### config.mk
export PLATFORM = sky130hd
export DESIGN_NAME = npu_tile_sched
export DESIGN_NICKNAME = d
export VERILOG_FILES = /design/src/rtl/npu_tile_sched.sv
export SDC_FILE = /design/constraint.sdc
export NUM_CORES = 1
export LEC_CHECK = 0
export CORE_ASPECT_RATIO = 2
export CORE_MARGIN = 2
export CORE_UTILIZATION = 35
export CTS_BUF_LIST = sky130_fd_sc_hd__clkbuf_16
export CTS_CLUSTER_SIZE = 8
export DETAILED_ROUTE_END_ITERATION = 8
export DONT_BUFFER_PORTS = 1
export HOLD_SLACK_MARGIN = 0.1
export PLACE_DENSITY = 0.6
export SLEW_MARGIN = 15
export SYNTH_ARGS = -nofsm -noshare
export SYNTH_HDL_FRONTEND = slang
export SYNTH_SLANG_ARGS = --single-unit
### constraint.sdc
create_clock -name i_clk -period 4.87 [get_ports i_clk]
set_clock_uncertainty 0.15 [all_clocks]
set_input_delay 0.2435 -clock i_clk [delete_from_list [all_inputs] [get_ports i_clk]]
set_output_delay 0.2435 -clock i_clk [all_outputs]
set_load 0.01 [all_outputs]
### src/rtl/npu_tile_sched.sv
// Loop-nest sequencer for the NPU MAC array: walks a rows x cols grid of output
// tiles, issuing cfg_k accumulation beats, a pipeline drain and a writeback per tile.
module npu_tile_sched #(
  parameter int unsigned K_MAX     = 64,
  parameter int unsigned N_COL     = 8,
  parameter int unsigned N_ROW     = 8,
  parameter int unsigned DRAIN_CYC = 4,
  localparam int unsigned KW  = $clog2(K_MAX + 1),
  localparam int unsigned CW  = $clog2(N_COL + 1),
  localparam int unsigned RW  = $clog2(N_ROW + 1),
  localparam int unsigned KIW = (K_MAX > 1) ? $clog2(K_MAX) : 1,
  localparam int unsigned CIW = (N_COL > 1) ? $clog2(N_COL) : 1,
  localparam int unsigned RIW = (N_ROW > 1) ? $clog2(N_ROW) : 1
) (
  input  logic           i_clk,
  input  logic           i_rst,
  input  logic           i_start,
  input  logic [KW-1:0]  i_cfg_k,
  input  logic [CW-1:0]  i_cfg_cols,
  input  logic [RW-1:0]  i_cfg_rows,
  input  logic           i_stall,
  input  logic           i_wb_ready,
  output logic           o_busy,
  output logic           o_mac_en,
  output logic           o_acc_clear,
  output logic [KIW-1:0] o_k_idx,
  output logic [CIW-1:0] o_col_idx,
  output logic [RIW-1:0] o_row_idx,
  output logic           o_wb_valid,
  output logic           o_done,
  output logic           o_err
);

  localparam int unsigned DW         = (DRAIN_CYC > 1) ? $clog2(DRAIN_CYC) : 1;
  localparam int unsigned DRAIN_LAST = (DRAIN_CYC > 0) ? DRAIN_CYC - 1 : 0;

  typedef enum logic [2:0] {
    S_IDLE,
    S_COMPUTE,
    S_DRAIN,
    S_WRITE,
    S_DONE
  } state_t;

  state_t         r_state, w_state_nxt;
  logic [KIW-1:0] r_k_idx, w_k_nxt;
  logic [CIW-1:0] r_col, w_col_nxt;
  logic [RIW-1:0] r_row, w_row_nxt;
  logic [DW-1:0]  r_drain, w_drain_nxt;
  logic [KW-1:0]  r_cfg_k, w_cfg_k_nxt;
  logic [CW-1:0]  r_cfg_cols, w_cfg_cols_nxt;
  logic [RW-1:0]  r_cfg_rows, w_cfg_rows_nxt;
  logic           r_err_flag, w_err_flag_nxt;
  logic           r_busy, r_wb_valid, r_done, r_err;
  logic           w_mac_en;
  logic           w_cfg_ok;
  logic           w_k_last, w_col_last, w_row_last;

  // Bound compares run at the latched cfg width so cfg==max never overflows.
  assign w_k_last   = KW'(r_k_idx) == KW'(r_cfg_k - KW'(1));
  assign w_col_last = !(CW'(r_col) < CW'(r_cfg_cols - CW'(1)));
  assign w_row_last = !(RW'(r_row) < RW'(r_cfg_rows - RW'(1)));
  assign w_cfg_ok   = (i_cfg_k != '0)    && (i_cfg_k <= KW'(K_MAX)) &&
                      (i_cfg_cols != '0) && (i_cfg_cols <= CW'(N_COL)) &&
                      (i_cfg_rows != '0) && (i_cfg_rows <= RW'(N_ROW));

  always_ff @(posedge i_clk) begin
    if (i_rst) begin
      r_state    <= S_IDLE;
      r_k_idx    <= '0;
      r_col      <= '0;
      r_row      <= '0;
      r_drain    <= '0;
      r_cfg_k    <= '0;
      r_cfg_cols <= '0;
      r_cfg_rows <= '0;
      r_err_flag <= 1'b0;
      r_busy     <= 1'b0;
      r_wb_valid <= 1'b0;
      r_done     <= 1'b0;
      r_err      <= 1'b0;
    end else begin
      r_state    <= w_state_nxt;
      r_k_idx    <= w_k_nxt;
      r_col      <= w_col_nxt;
      r_row      <= w_row_nxt;
      r_drain    <= w_drain_nxt;
      r_cfg_k    <= w_cfg_k_nxt;
      r_cfg_cols <= w_cfg_cols_nxt;
      r_cfg_rows <= w_cfg_rows_nxt;
      r_err_flag <= w_err_flag_nxt;
      r_busy     <= (w_state_nxt != S_IDLE);
      r_wb_valid <= (w_state_nxt == S_WRITE);
      r_done     <= (w_state_nxt == S_DONE);
      r_err      <= (w_state_nxt == S_DONE) && w_err_flag_nxt;
    end
  end

  always_comb begin
    w_state_nxt    = r_state;
    w_k_nxt        = r_k_idx;
    w_col_nxt      = r_col;
    w_row_nxt      = r_row;
    w_drain_nxt    = r_drain;
    w_cfg_k_nxt    = r_cfg_k;
    w_cfg_cols_nxt = r_cfg_cols;
    w_cfg_rows_nxt = r_cfg_rows;
    w_err_flag_nxt = r_err_flag;
    w_mac_en       = 1'b0;
    unique case (r_state)
      S_IDLE: begin
        if (i_start) begin
          w_cfg_k_nxt    = i_cfg_k;
          w_cfg_cols_nxt = i_cfg_cols;
          w_cfg_rows_nxt = i_cfg_rows;
          w_k_nxt        = '0;
          w_col_nxt      = '0;
          w_row_nxt      = '0;
          w_drain_nxt    = '0;
          w_err_flag_nxt = !w_cfg_ok;
          w_state_nxt    = w_cfg_ok ? S_COMPUTE : S_DONE;
        end
      end
      S_COMPUTE: begin
        w_mac_en = !i_stall;
        if (w_mac_en) begin
          if (w_k_last) begin
            w_k_nxt     = '0;
            w_drain_nxt = '0;
            w_state_nxt = (DRAIN_CYC == 0) ? S_WRITE : S_DRAIN;
          end else begin
            w_k_nxt = r_k_idx + KIW'(1);
          end
        end
      end
      S_DRAIN: begin
        if (r_drain == DW'(DRAIN_LAST)) begin
          w_drain_nxt = '0;
          w_state_nxt = S_WRITE;
        end else begin
          w_drain_nxt = r_drain + DW'(1);
        end
      end
      S_WRITE: begin
        if (i_wb_ready) begin
          w_state_nxt = S_COMPUTE;
          if (!w_col_last) begin
            w_col_nxt = r_col + CIW'(1);
          end else begin
            w_col_nxt = '0;
            if (!w_row_last) begin
              w_row_nxt = r_row + RIW'(1);
            end else begin
              w_row_nxt   = '0;
              w_state_nxt = S_DONE;
            end
          end
        end
      end
      S_DONE: begin
        w_k_nxt     = '0;
        w_col_nxt   = '0;
        w_row_nxt   = '0;
        w_state_nxt = S_IDLE;
      end
      default: w_state_nxt = S_IDLE;
    endcase
  end

  // Beat strobe follows stall within the cycle so a stalled beat is never issued.
  assign o_mac_en    = w_mac_en;
  assign o_acc_clear = w_mac_en && (r_k_idx == '0);
  assign o_k_idx     = r_k_idx;
  assign o_col_idx   = r_col;
  assign o_row_idx   = r_row;
  assign o_busy      = r_busy;
  assign o_wb_valid  = r_wb_valid;
  assign o_done      = r_done;
  assign o_err       = r_err;

endmodule

==> results.txt, run 1 <==
* Setup-failing EPs final: 0
- For this design the top-level I/O count stands at 38.
- Netlist Area Pre-Place: 2150 um^2
- Cell Chain, Critical Path: nor2b_1, nand2b_1, a21oi_1, nand2_1, xor2_1, a211oi_2, dlygate4sd3_1
- DP Wirelength: 3880 um
- Critical path startpoint category: register
* Slew HR: 22.1%
* Clock input transition at the sequential cells of the worst setup and hold paths: 0.06 ns
- For this run the aggregate overflow at the end of global routing stands at 0.
* Ratio of total power to cell area: 309 nW/um^2
- The final layout contains routed wiring with a total length of 5320 um.
- Die footprint: 6830 um^2
* Buffers on Ports: 0
* Clock root buffer: clkbuf_16
* Number of enable-type register cells in the synthesized netlist: 0
- The number of pins exceeding their max-slew limit in the final report came to 0.
* Clock latency on the worst-skew pair: 0.28 ns
* Proportion of netlist area held by the largest area contributor: 34.4%
* Most common library cells after synthesis: nand2_1, dfxtp_1, a21oi_1
- In this run, the number of DRC markers left after iteration 0 of detailed routing was 56.
- The initial utilization of the core area, before any placement, comes to 36.1%.
- Final net count: 299
- For this run, the top clock speed supported by timing is 0.326 GHz.
* Placer's final routability congestion estimate: 0.737
- Synth top area cells: dfxtp_1, ha_1, nand2_1, a21oi_1, a211oi_2
* Logic depth of the worst setup path including buffers: 7
- The critical path in this run is classified as reg2reg.
* Required time at the worst-slack endpoint: 4.95 ns
* Overall power of the completed layout: 0.772 mW
* Number of buffers added by the clock tree synthesis step: 5
- Detailed routing inserted a total of 1836 vias.
- CP delay by family, top: compound AO/OA/AOI/OAI gates
- Synth Area per Inst: 8.53 um^2
* Most frequent cell after synthesis: nand2_1
* Clock tree from TritonCTS: built
- Summing the sequential cell areas from Yosys gives 34.4% of the chip area.
- Count of cells along the worst hold path: 3
- Counting flops and latches in the post-synthesis netlist gives 37.
- Setup repair after global routing left no endpoint under its margin.
* Average wire per cell in the routed design: 16.1 um
* Async set-reset flop share out of synthesis: 0%
- Buffers inserted to repair hold after CTS numbered 18.
* Synthesis-to-layout area growth: 16.1%
* Resized Gates After CTS: 0
- Global-route total usage across every layer: 16.7%
* Depth of the CTS H-tree: 2
- Data arrival time of the critical path: 3.14 ns
- For this design the static power due to leakage is 0.954 nW.
- Pin count of the biggest net entering global routing: 31
- The run finished with clean final reports.
* Core region area: 5960 um^2
- Launch point of the worst reg-to-reg path: r_state[0]$_SDFF_PP0_
- Hold wc startpoint: i_rst
* Number of sinks on the clock net: 37
- At the pin with the least slew margin, the transition time is 1.17 ns.
- Subtracting the final worst setup slack from the clock period gives 3.07 ns.
- After detailed routing, the number of remaining DRC violations is 0.
- Count of antenna-violating nets left after detailed routing: 0
- Synthesis produced a netlist whose cell count is 252.
- Count of buffering cells on the critical path with inverters included: 1
- Vias in the first global route: 1812
- After routing, the total negative slack on setup checks comes to 0 ns.
* Average via count per standard cell: 5.55
* Share of final-layout standard cells stronger than drive strength 1: 10.1%
* Leading register cell type out of synthesis: dfxtp_1
- Number of detailed-routing iterations run before antenna repair: 4
- Cell at the slowest stage of the critical path: a21oi_1
- The clock passes through at most 2 buffers.
* Critical-path maximum fanout: 12
* Site row count: 40
- Hold Violations, Final: 0
* Portion of the clock cycle consumed by the worst path in the final layout: 63.0%
- Yosys mapped the design onto 50 distinct sky130hd cell types.
- The tool flagged a number of max-cap violations equal to 0.
* First-pass GRT wire length: 8560 um
- First element of the critical path: r_state[0]$_SDFF_PP0_
- Horiz. Die Dim: 59.4 um
* Hold WC Path Type: in2reg
- STA classifies the critical path endpoint as a register.
- Largest stage delay, worst path: 0.91 ns
- Number of warnings reported in the yosys synthesis log: 0
* Peak ir drop on the vdd network: 0.193 mV
* Post-synth net total: 284
- In this run the vertical extent of the chip is 115 um.
- The number of antenna violations at the first check in global routing came to 0.
- Post-synth top area cell: dfxtp_1
- The number of antenna diodes in the final layout is 0.
- Depth of the most critical reg-to-reg path: 7
- Setup fix buffers added after clock tree synthesis: 0
## per-stage QoR
step / hold slack [ns] / setup slack (ns) / area (um^2) / util [%] / instances
2_1_floorplan: 0.229 / 2.64 / 2150 / - / 252
3_3_place_gp: 0.167 / 2.39 / 2170 / 36.4 / 305
3_5_place_dp: 0.167 / 2.29 / 2170 / 36.4 / 305
4_1_cts: 0.109 / 1.82 / 2500 / 41.9 / 331
5_1_grt: 0.151 / 1.59 / 2500 / 41.9 / 331
6_report: 0.113 / 1.80 / 2500 / 41.9 / 331
## placed cells by master, fill, tap and decap left out, types with 2 or more instances in the layout
master         synthesis  layout
nand2_1               40      40
clkbuf_16              0       5
a211oi_2               7       7
o21ai_1                2       2
o21a_1                 2       2
xor2_1                10      10
o21bai_1               3       3
nor2_1                15      15
a21oi_1               24      24
o31a_1                 2       2
a32o_1                 2       2
nor3_1                11      11
a211oi_1               3       3
o21ai_0                6       6
mux2i_1                2       2
nand3b_1               7       7
clkinv_2               0       2
nand3_1                2       2
inv_1                 14      15
dlygate4sd3_1          0      17
nand4_1                4       4
nand2b_1               4       4
xnor2_1                7       7
dfxtp_1               37      37
ha_1                  12      12
and3_1                 3       3
## power breakdown
group          switching, mW  total, mW  internal (mW)
sequential            0.0196      0.338          0.318
clock                  0.122      0.308          0.186
combinational         0.0702      0.126         0.0561
## cell type report
cell class	instances	area (um^2)
well taps	63	78.8
fillers	597	3460
clock buffers	5	125
inverters	14	52.6
clock inverters	3	13.8
repair buffers	19	198
flip-flops and latches	37	741
multi-input cells	190	1290
## layer usage
layer	routed length, um	GRT usage [%]
met1	1910	16.6
met2	3110	31.4
met3	191	3.26
met4	100	7.73
met5	0	0
## worst paths after layout
| kind | end | slack (ns) |
|---|---|---|
| hold / removal | r_err_flag$_SDFF_PP0_ | 0.11 |
| setup reg to reg | o_k_idx[3]$_SDFFE_PP0P_ | 1.80 |
| setup / recovery | o_k_idx[3]$_SDFFE_PP0P_ | 1.80 |
| hold reg to reg | r_cfg_k[5]$_SDFFE_PP0P_ | 0.33 |
## sequential cells by signal, summed over array words and instances (netlist names)
register / cells
r_state: 3
o_col_idx: 3
r_cfg_rows: 4
o_k_idx: 6
r_drain: 2
r_cfg_cols: 4
r_err_flag: 1
o_wb_valid: 1
r_cfg_k: 7
o_busy: 1
o_done: 1
o_err: 1
o_row_idx: 3
## worst min-delay path: stages
cell and delay, ns:
inv_1 0.10, o21ai_0 0.11, nor2_1 0.04
## kinds of logic (layout without fill, tap and decap cells)
| kind of cell | Yosys count | in the layout | share of synthesized area (%) |
|---|---|---|---|
| AND/OR/NAND/NOR | 96 | 96 | 22.3 |
| AO/OA/AOI/OAI | 62 | 62 | 21.9 |
| flip-flops | 37 | 37 | 34.4 |
| buffers and inverters | 25 | 41 | 5.70 |
| XOR/XNOR | 18 | 18 | 7.68 |
| adder cells (fa/ha/maj) | 12 | 12 | 6.98 |
| multiplexers | 2 | 2 | 0.931 |
Note: power is estimated with default switching activity, not from simulation.
==> inputs of run 2 (changes only) <==
--- a/config.mk
+++ b/config.mk
@@ -13,7 +13,7 @@
 export DETAILED_ROUTE_END_ITERATION = 8
 export DONT_BUFFER_PORTS = 1
 export HOLD_SLACK_MARGIN = 0.1
-export PLACE_DENSITY = 0.6
+export PLACE_DENSITY = 0.62
 export SLEW_MARGIN = 15
 export SYNTH_ARGS = -nofsm -noshare
 export SYNTH_HDL_FRONTEND = slang
==> constraint.sdc (replaced) <==
create_clock -name i_clk -period 2.7 [get_ports i_clk]
set_clock_uncertainty 0.15 [all_clocks]
set_input_delay 0.135 -clock i_clk [delete_from_list [all_inputs] [get_ports i_clk]]
set_output_delay 0.135 -clock i_clk [all_outputs]
set_load 0.01 [all_outputs]
==> results.txt, run 2 (synthesized netlist as in run 1, its figures left out) <==
- Leaving out fill and tap cells, the most frequent cells in the layout are nand2_1, dfxtp_1, a21oi_1.
- Among cell families on the critical path, the largest total delay comes from compound AO/OA/AOI/OAI gates.
* Timing-limited maximum frequency: 0.412 GHz
- Filler cell count in the final layout: 602
* Vias in the first global route: 1800
- Result of the run: finished clean
- Global-route total usage across every layer: 16.2%
- Buffers on Ports: 0
- The most critical setup path has its startpoint at r_cfg_rows[0]$_SDFFE_PP0P_.
* Horiz. Die Dim: 59.4 um
- For this block, the initial DRC count from the detailed router was 46.
- Combined area of the multi-input logic cells: 1290 um^2
* Hold wc startpoint: i_cfg_k[3]
- Peak ir drop on the vdd network: 0.367 mV
* Capturing element type of the critical path: register
- Required time at the worst-slack endpoint: 2.71 ns
* Diodes inserted: 0
- RSZ-0062 raised after global routing: no
* Remaining global-route overflow: 0
* Routed wire length: 5040 um
- Count of buffering cells on the critical path with inverters included: 1
- In the finished design, the share of the clock period the worst path needs comes to 90.0%.
- Share of final-layout standard cells stronger than drive strength 1: 10.3%
* Global-route met1 utilization: 16.3%
- Dividing the detail-routed via count by the number of cells gives 5.48.
- Number of detailed-routing iterations run before antenna repair: 4
- Leading cell type in the layout, fill and taps excluded: nand2_1
- Critical-path maximum fanout: 5
- After routing, the total negative slack on setup checks comes to 0 ns.
- Maximum clock path buffer count: 2
- TritonCTS built the clock tree.
* Io pins: 38
- The register with the most flip-flops in the layout has 7 of them.
- The final-report hold violation count came to 0.
* Die footprint: 6830 um^2
- The number of antenna violations at the first check in global routing was 0.
- Count of antenna-violating nets left after detailed routing: 0
- Entering global routing, the biggest net connects 32 pins.
* Setup-failing EPs final: 0
* Hold WC Path Type: in2reg
- Placer's final routability congestion estimate: 0.793
* Ratio of total power to cell area: 560 nW/um^2
- Clock root buffer: clkbuf_16
* Sequential standard cell area: 741 um^2
- For this run, the post-layout net count is 302.
- For this design the static power due to leakage is 0.959 nW.
- Slew Limit Fails: 0
* Global Route met3 Usage: 2.81%
* Overall power of the completed layout: 1.41 mW
* Post-detailed-route DRC marker count: 0
- Depth of the CTS H-tree: 2
* Launch point of the worst reg-to-reg path: r_cfg_rows[0]$_SDFFE_PP0P_
* Clock input transition at the sequential cells of the worst setup and hold paths: 0.06 ns
- Across the run, the number of max-cap violations was 0.
- Cell Chain, Critical Path: inv_1, ha_1, xnor2_1, ha_1, o211ai_1, a211oi_2, nand4_1, a211oi_1, o21a_2, o211ai_2
- Critical path's most frequent cell: ha_1
- For this run, the slowest stage of the critical path takes 0.38 ns.
* Critical path startpoint category: register
- Starting Density: 36.1%
- From bottom edge to top edge, the die measures 115 um.
- Average wire per cell in the routed design: 15.1 um
- Site row count: 40
- Among all stages on the critical path, the largest delay is contributed by dfxtp_1.
- Core region area: 5960 um^2
* Data arrival time of the critical path: 2.44 ns
* Slew @ Worst Pin: 0.430 ns
* Vias: 1831
- The critical path is of the reg2reg type.
- Routing layer with the top usage in global route: met2
- Slew HR: 71.3%
* Largest register by flop count: r_cfg_k
- Number of buffers added by the clock tree synthesis step: 5
- Detailed placement ended at an HPWL of 3770 um.
- First-pass GRT wire length: 8250 um
- The area growth from synthesis to layout is 17.2%.
- GR met2 Demand/Resource: 29.5%
- The worst path needs 2.43 ns of the cycle, external delays included.
- Number of sinks on the clock net: 37
- Clock latency on the worst-skew pair: 0.29 ns
-- run 2: cell count changes in the layout (fill, tap and decap cells not counted) --
| cell | before | now |
|---|---|---|
| inv_1 | 15 | 14 |
| buf_4 | 1 | 3 |
| clkinv_1 | 0 | 2 |
| o21ai_1 | 2 | 3 |
| dlygate4sd3_1 | 17 | 18 |
| clkinv_2 | 2 | 1 |
| o21ai_0 | 6 | 5 |
-- run 2: area by class of cell --
class	instances	share of cell area, %
Clock buffer	5	4.97
Clock inverter	3	0.497
Inverter	14	2.09
Multi-Input combinational cell	190	51.1
Sequential cell	37	29.4
Tap cell	63	3.13
Timing Repair Buffer	22	8.84
-- run 2: metrics by stage --
stage	instances	hold WS [ns]	util, %	instance area (um^2)	worst slack, ns
after floorplan	252	0.121	-	2150	0.469
after global placement	307	0.0599	36.6	2180	0.322
after detailed placement	307	0.0592	36.6	2180	0.232
after CTS	334	0.100	42.3	2520	0.235
after global routing	334	0.111	42.3	2520	0.0238
final	334	0.0887	42.3	2520	0.271
-- run 2: worst paths after layout --
| check | cells past startpoint | endpoint | slack (ns) |
|---|---|---|---|
| max reg2reg | 10 | o_busy$_SDFF_PP0_ | 0.27 |
| min | 4 | r_err_flag$_SDFF_PP0_ | 0.09 |
| max | 10 | o_busy$_SDFF_PP0_ | 0.27 |
| min reg2reg | 2 | r_cfg_cols[3]$_SDFFE_PP0P_ | 0.32 |
-- run 2: report_power, final --
part / switching, mW / internal [mW]
logic: 0.128 / 0.108
clock network: 0.233 / 0.334
registers: 0.0339 / 0.574
total: 0.395 / 1.02
-- run 2: what timing repair did --
action                     in CTS  in global routing
resized for setup               0                  1
buffers inserted                0                  0
hold endpoints to repair       34                  0
setup endpoints to repair       0                  2
hold buffers                   19                  0
-- run 2: routing by layer --
| metal | part of all wire (%) | wire length [um] |
|---|---|---|
| met1 | 36 | 1810 |
| met2 | 58 | 2900 |
| met3 | 3.5 | 177 |
| met4 | 3.0 | 149 |
| met5 | 0 | 0 |
-- run 2: worst register-to-register path, cell delays in order, from the launching register on --
cell and delay, ns:
dfxtp_1 0.38, inv_1 0.06, ha_1 0.20, xnor2_1 0.12, ha_1 0.29, o211ai_1 0.10, a211oi_2 0.30, nand4_1 0.13
a211oi_1 0.27, o21a_2 0.21, o211ai_2 0.07
